`config.mk`:
```
export PLATFORM = sky130hd
export DESIGN_NAME = avg_pool_filter
export DESIGN_NICKNAME = d
export VERILOG_FILES = /design/src/rtl/avg_pool_filter.sv
export SDC_FILE = /design/constraint.sdc
export NUM_CORES = 1
export LEC_CHECK = 0
export CORE_ASPECT_RATIO = 1.4
export CORE_MARGIN = 5
export CORE_UTILIZATION = 50
export CTS_BUF_LIST = sky130_fd_sc_hd__clkbuf_16
export DETAILED_ROUTE_END_ITERATION = 16
export GPL_ROUTABILITY_DRIVEN = 0
export PLACE_DENSITY = 0.68
export SLEW_MARGIN = 20
export SYNTH_ARGS = -nofsm -noshare
export SYNTH_HDL_FRONTEND = slang
export SYNTH_SLANG_ARGS = --single-unit
```
`constraint.sdc`:
```
create_clock -name clk -period 9.7 [get_ports clk]
set_clock_uncertainty 0.1 [all_clocks]
set_input_delay 1.94 -clock clk [delete_from_list [all_inputs] [get_ports clk]]
set_output_delay 1.94 -clock clk [all_outputs]
set_load 0.02 [all_outputs]
```
`src/rtl/avg_pool_filter.sv`:
```
// avg_pool_filter: 2x2 stride-2 average pooling of a row-major signed pixel stream (one-row pair-sum buffer).
// Latency: result registered on the edge accepting the window's bottom-right pixel. Define AVG_POOL_ROUND_EN for round-half-up with saturation (default: floor).
// Backpressure: single output register; in_ready = ~out_valid | out_ready, so input stalls only while a result is held.
module avg_pool_filter #(
    parameter int PIXEL_BIT_WIDTH = 12,
    parameter int IN_ROWS         = 20,
    parameter int IN_COLS         = 20
) (
    input  logic                              clk,
    input  logic                              reset,
    input  logic signed [PIXEL_BIT_WIDTH-1:0] pixel_in,
    input  logic                              in_valid,
    output logic                              in_ready,
    output logic signed [PIXEL_BIT_WIDTH-1:0] pixel_out,
    output logic                              out_valid,
    input  logic                              out_ready
);
    localparam int W        = PIXEL_BIT_WIDTH;
    localparam int OUT_ROWS = IN_ROWS / 2;
    localparam int OUT_COLS = IN_COLS / 2;
    localparam int RW       = $clog2(2 * OUT_ROWS);
    localparam int CW       = $clog2(IN_COLS);
    localparam int LW       = (OUT_COLS > 1) ? $clog2(OUT_COLS) : 1;

    logic [RW-1:0]         r_q, r_d;
    logic [CW-1:0]         c_q, c_d;
    logic signed [W:0]     hsum_q, hsum_d;
    logic signed [W-1:0]   pixel_out_q, pixel_out_d;
    logic                  out_valid_q, out_valid_d;
    logic signed [W:0]     line_buf [OUT_COLS];

    logic                  accept, odd_r, odd_c, last_col, last_row, produce;
    logic [LW-1:0]         lb_idx;
    logic signed [W:0]     pix_ext, pair;
    logic signed [W+1:0]   wsum;
    logic signed [W-1:0]   avg;

    assign in_ready  = ~out_valid_q | out_ready;
    assign pixel_out = pixel_out_q;
    assign out_valid = out_valid_q;

    assign accept   = in_valid & in_ready;
    assign odd_r    = r_q[0];
    assign odd_c    = c_q[0];
    assign last_col = (c_q == CW'(IN_COLS - 1));
    assign last_row = (r_q == RW'(IN_ROWS - 1));
    assign produce  = accept & odd_r & odd_c;
    assign lb_idx   = LW'(c_q >> 1);

    assign pix_ext = {pixel_in[W-1], pixel_in};
    assign pair    = hsum_q + pix_ext;
    assign wsum    = {line_buf[lb_idx][W], line_buf[lb_idx]} + {pair[W], pair};

`ifdef AVG_POOL_ROUND_EN
    logic signed [W+2:0] rsum;
    logic                sat;
    logic [1:0]          unused_frac;

    // One extra bit so a rounded result above the positive limit is detectable.
    assign rsum        = {wsum[W+1], wsum} + (W+3)'(2);
    assign sat         = ~rsum[W+2] & rsum[W+1];
    assign avg         = sat ? {1'b0, {(W-1){1'b1}}} : rsum[W+1:2];
    assign unused_frac = rsum[1:0];
`else
    logic [1:0] unused_frac;

    assign avg         = wsum[W+1:2];
    assign unused_frac = wsum[1:0];
`endif

    always_comb begin
        r_d         = r_q;
        c_d         = c_q;
        hsum_d      = hsum_q;
        pixel_out_d = pixel_out_q;
        out_valid_d = out_valid_q;
        if (out_valid_q && out_ready) begin
            out_valid_d = 1'b0;
        end
        if (accept) begin
            if (last_col) begin
                c_d = '0;
                r_d = last_row ? '0 : r_q + RW'(1);
            end else begin
                c_d = c_q + CW'(1);
            end
            if (!odd_c) begin
                hsum_d = pix_ext;
            end
            if (produce) begin
                pixel_out_d = avg;
                out_valid_d = 1'b1;
            end
        end
    end

    always_ff @(posedge clk or negedge reset) begin
        if (!reset) begin
            r_q         <= '0;
            c_q         <= '0;
            hsum_q      <= '0;
            pixel_out_q <= '0;
            out_valid_q <= 1'b0;
        end else begin
            r_q         <= r_d;
            c_q         <= c_d;
            hsum_q      <= hsum_d;
            pixel_out_q <= pixel_out_d;
            out_valid_q <= out_valid_d;
        end
    end

    // Every entry is written on an even row before the odd row reads it, so no reset is needed.
    always_ff @(posedge clk) begin
        if (accept && !odd_r && odd_c) begin
            line_buf[lb_idx] <= pair;
        end
    end

endmodule

```
==> results.sh <==
export IMPL_grt_ovfl_total=0
export IMPL_crit_path_start_kind="primary input"
export IMPL_crit_required_ns=9.86
export IMPL_rsz0062_at_grt="false"
export IMPL_grt_pass1_vias=4629
export IMPL_clk_pin_slew_ns=0.07
export IMPL_initial_core_util_pct=50.9
export IMPL_min_delay_worst_endpoint="pixel_out[2]$_DFFE_PN0P_"
export IMPL_drive_gt1_share_pct=18.2
export IMPL_first_pass_iters=5
export IMPL_holdBufCountCts=0
export IMPL_critPathMaxFanout=11
export IMPL_wl_um=15600
export IMPL_grt_met3_usage_pct=3.33
export IMPL_crit_type="primary input to flip-flop"
export IMPL_synth_async_reset_ratio_pct=21.2
export IMPL_first_iter_violations=242
export IMPL_io_pin_count=30
export IMPL_die_w_um=115
export IMPL_syn2layout_area_growth_pct=14.8
export IMPL_status="finished, final reports clean"
export IMPL_hold_viol=0
export IMPL_period_minus_slack_ns=5.63
export IMPL_core_area_mm2=0.0151
export IMPL_grt_met1_usage_pct=25.1
export IMPL_hold_depth=2
export IMPL_postCtsResizedCells=0
export IMPL_slew_headroom_pct=32.0
export IMPL_wl_per_cell_um=20.4
export IMPL_numPortBuffers=29
export IMPL_rr_worst_depth=13
export IMPL_syn_cell_area_mm2=0.00766
export IMPL_grt_busiest_layer="met2"
export IMPL_synthCells=527
export IMPL_fin_nets=601
export IMPL_clk_latency_ns=0.42
export IMPL_dr_total_vias=4517
export IMPL_hp_class="flip-flop to flip-flop"
export IMPL_ir_worst_vdd_v=0.000248
export IMPL_synth_top_flop_cell="edfxtp_1"
export IMPL_r2r_start="c_q[1]$_DFFE_PN0P_"
export IMPL_cts_tree="yes"
export IMPL_holdWs_ns=0.376
export IMPL_maxCapViolCount=0
export IMPL_r2r_slack_ns=5.29
export IMPL_worst_pin_slew_ns=1.02
export IMPL_use_met2_pct=31.7
export IMPL_diodes=0
export IMPL_clockBufferDepth=2
export IMPL_rows=53
export IMPL_p_leak_nw=3.11
export IMPL_fmax_mhz=178
export IMPL_dp_cells=731
export IMPL_post_cts_setup_buffers=0
export IMPL_hpwl_um=10000
export IMPL_min_from="pixel_out[2]$_DFFE_PN0P_"
export IMPL_arrival_ns=5.79
export IMPL_power_density_cell_area_mw_per_mm2=383
export IMPL_setup_viol=0
export IMPL_finalSetupTns_ns=0
export IMPL_grt_use_total_pct=18.8
export IMPL_synth_nets=570
export IMPL_nFillCells=1137
export IMPL_avgViaCountPerCell=5.92
export IMPL_drc=0
export IMPL_synth_seq_cells=165
export IMPL_synth_edf_count=130
export IMPL_h_tree_depth=4
export IMPL_avgSynthCellArea_um2=14.5
export IMPL_cp_end_kind="flip-flop"
export IMPL_synth_distinct_cells=62
export IMPL_grt_max_degree=49
export IMPL_die_area_mm2=0.0179
export IMPL_die_y_um=156
export IMPL_ant_nets=0
export IMPL_antenna_found_initial=0
export IMPL_final_cell_count_no_fill=763
export IMPL_numCtsBuffers=17
export IMPL_grt_pass1_wl_um=25100
export IMPL_clkSinkCount=165
export IMPL_min_period_over_period_pct=58.0
export IMPL_r2r_end="pixel_out[4]$_DFFE_PN0P_"
export IMPL_cts_root_buf="clkbuf_16"
export IMPL_slew_violations=0
export IMPL_ys_seq_area_share_pct=62.4
export IMPL_ys_warn_count=0
==> flip-flops by register name, indices dropped and copies added, names as in the netlist <==
| signal | cells |
|---|---|
| r_q | 5 |
| c_q | 5 |
| pixel_out | 12 |
| hsum_q | 12 |
| out_valid | 1 |
| line_buf | 130 |
==> final cells by class <==
cell class	instances	area, µm²	area share (%)
Clock buffer	17	425	4.83
Clock inverter	15	191	2.18
Inverter	10	37.5	0.427
Multi-Input combinational cell	330	2800	31.8
Sequential cell	165	4780	54.3
Tap cell	192	240	2.73
Timing Repair Buffer	34	323	3.67
==> cell families (layout without fill, tap and decap cells) <==
group	Yosys count	after routing	synth area share, %
DFF	165	165	62.4
and+or+nand+nor	127	127	8.44
AOI/OAI and AO/OA	99	99	8.77
muxes	59	59	12.0
buffers and inverters	32	76	1.86
adders and majority gates	27	27	4.51
xor gates and xnor gates	18	18	2.06
==> Yosys cell counts, types with 3 or more instances <==
library cell  count  share of area [%]
mux2i_1          15                2.0
a211oi_1         14                1.4
and2_1            4               0.33
nor2_1           25                1.2
dfrtp_1          35                 11
xor2_1            6               0.69
mux4_2           24                7.1
o21ai_0          19                1.2
o211ai_1          6               0.59
nand2b_1          5               0.41
clkbuf_1         14               0.69
a21oi_2           3               0.34
a31oi_1           5               0.41
inv_1            10               0.49
nor2b_1          17                1.4
a21oi_1          24                1.6
a21o_1            6               0.59
mux2_2           18                2.6
nand2_1          32                1.6
nand3_1           8               0.52
or3_1             5               0.41
nor3b_1           4               0.39
edfxtp_1        130                 51
ha_1             26                4.2
xnor2_1          12                1.4
nor3_1           12               0.78
buf_2             3               0.20
o21a_1            3               0.29
==> metrics by stage <==
stage / utilization [%] / setup WS, ns / total power, mW / cell area, µm²
after floorplan: - / 4.54 / 2.26 / 7660
after global routing: 58.5 / 3.79 / 3.60 / 8800
after CTS: 58.4 / 4.09 / 3.39 / 8800
after detailed placement: 54.3 / 3.67 / 2.68 / 8180
after global placement: 54.3 / 3.79 / 2.63 / 8180
final: 58.5 / 4.07 / 3.37 / 8800
==> how the worst max path moves through the flow <==
stage / cells after the start / slack, ns / end / startpoint
global placement: 16 / 3.79 / pixel_out[10]$_DFFE_PN0P_ / pixel_in[0]
CTS: 16 / 4.09 / pixel_out[10]$_DFFE_PN0P_ / pixel_in[0]
detailed placement: 16 / 3.67 / pixel_out[10]$_DFFE_PN0P_ / pixel_in[0]
floorplan: 15 / 4.54 / pixel_out[10]$_DFFE_PN0P_ / pixel_in[0]
global route: 16 / 3.79 / pixel_out[10]$_DFFE_PN0P_ / pixel_in[0]
finish: 16 / 4.07 / pixel_out[10]$_DFFE_PN0P_ / pixel_in[0]
==> cells in the final DEF (no fill, tap or decap), types with 5 or more instances in the layout <==
master           netlist  layout
clkdlybuf4s50_1        0      28
inv_1                 10      10
xor2_1                 6       6
nor2_1                25      19
o21ai_0               19      19
inv_6                  0       5
a21oi_1               24      24
nor2b_1               17      17
clkbuf_16              0      17
xnor2_1               12      12
nand2b_1               5       5
buf_4                  1       5
or3_1                  5       5
a31oi_1                5       5
a21o_1                 6       6
o211ai_1               6       6
mux2i_1               15      15
nor2_2                 0       6
mux2_2                18      18
nand3_1                8       8
dfrtp_1               35      34
edfxtp_1             130     130
nor3_1                12       8
a211oi_1              14      14
mux4_2                24      24
nand2_1               32      32
ha_1                  26      26
==> report_power, final <==
part	internal (mW)	switching, mW	total (mW)
sequential	1.03	0.0437	1.07
clock	0.412	0.287	0.699
combinational	0.631	0.966	1.60
total	2.07	1.30	3.37
==> worst max-delay path: stages <==
cell	delay (ns)
clkdlybuf4s50_1	0.42
ha_1	0.25
fa_1	0.41
a21oi_1	0.32
nor2b_1	0.08
nor2_1	0.12
xnor2_1	0.37
ha_1	0.41
a21o_1	0.20
a21o_1	0.18
a21o_1	0.20
a221oi_2	0.25
nand2_1	0.11
a41oi_1	0.21
mux2i_1	0.20
o211ai_1	0.10
==> metal layers <==
| metal | routed length [µm] | up-vias |
|---|---|---|
| met1 | 6770 | 2261 |
| met5 | 0 | - |
| li1 | - | 2122 |
| met3 | 647 | 13 |
| met2 | 7980 | 121 |
| met4 | 176 | 0 |
Note: power is estimated with default switching activity, not from simulation.
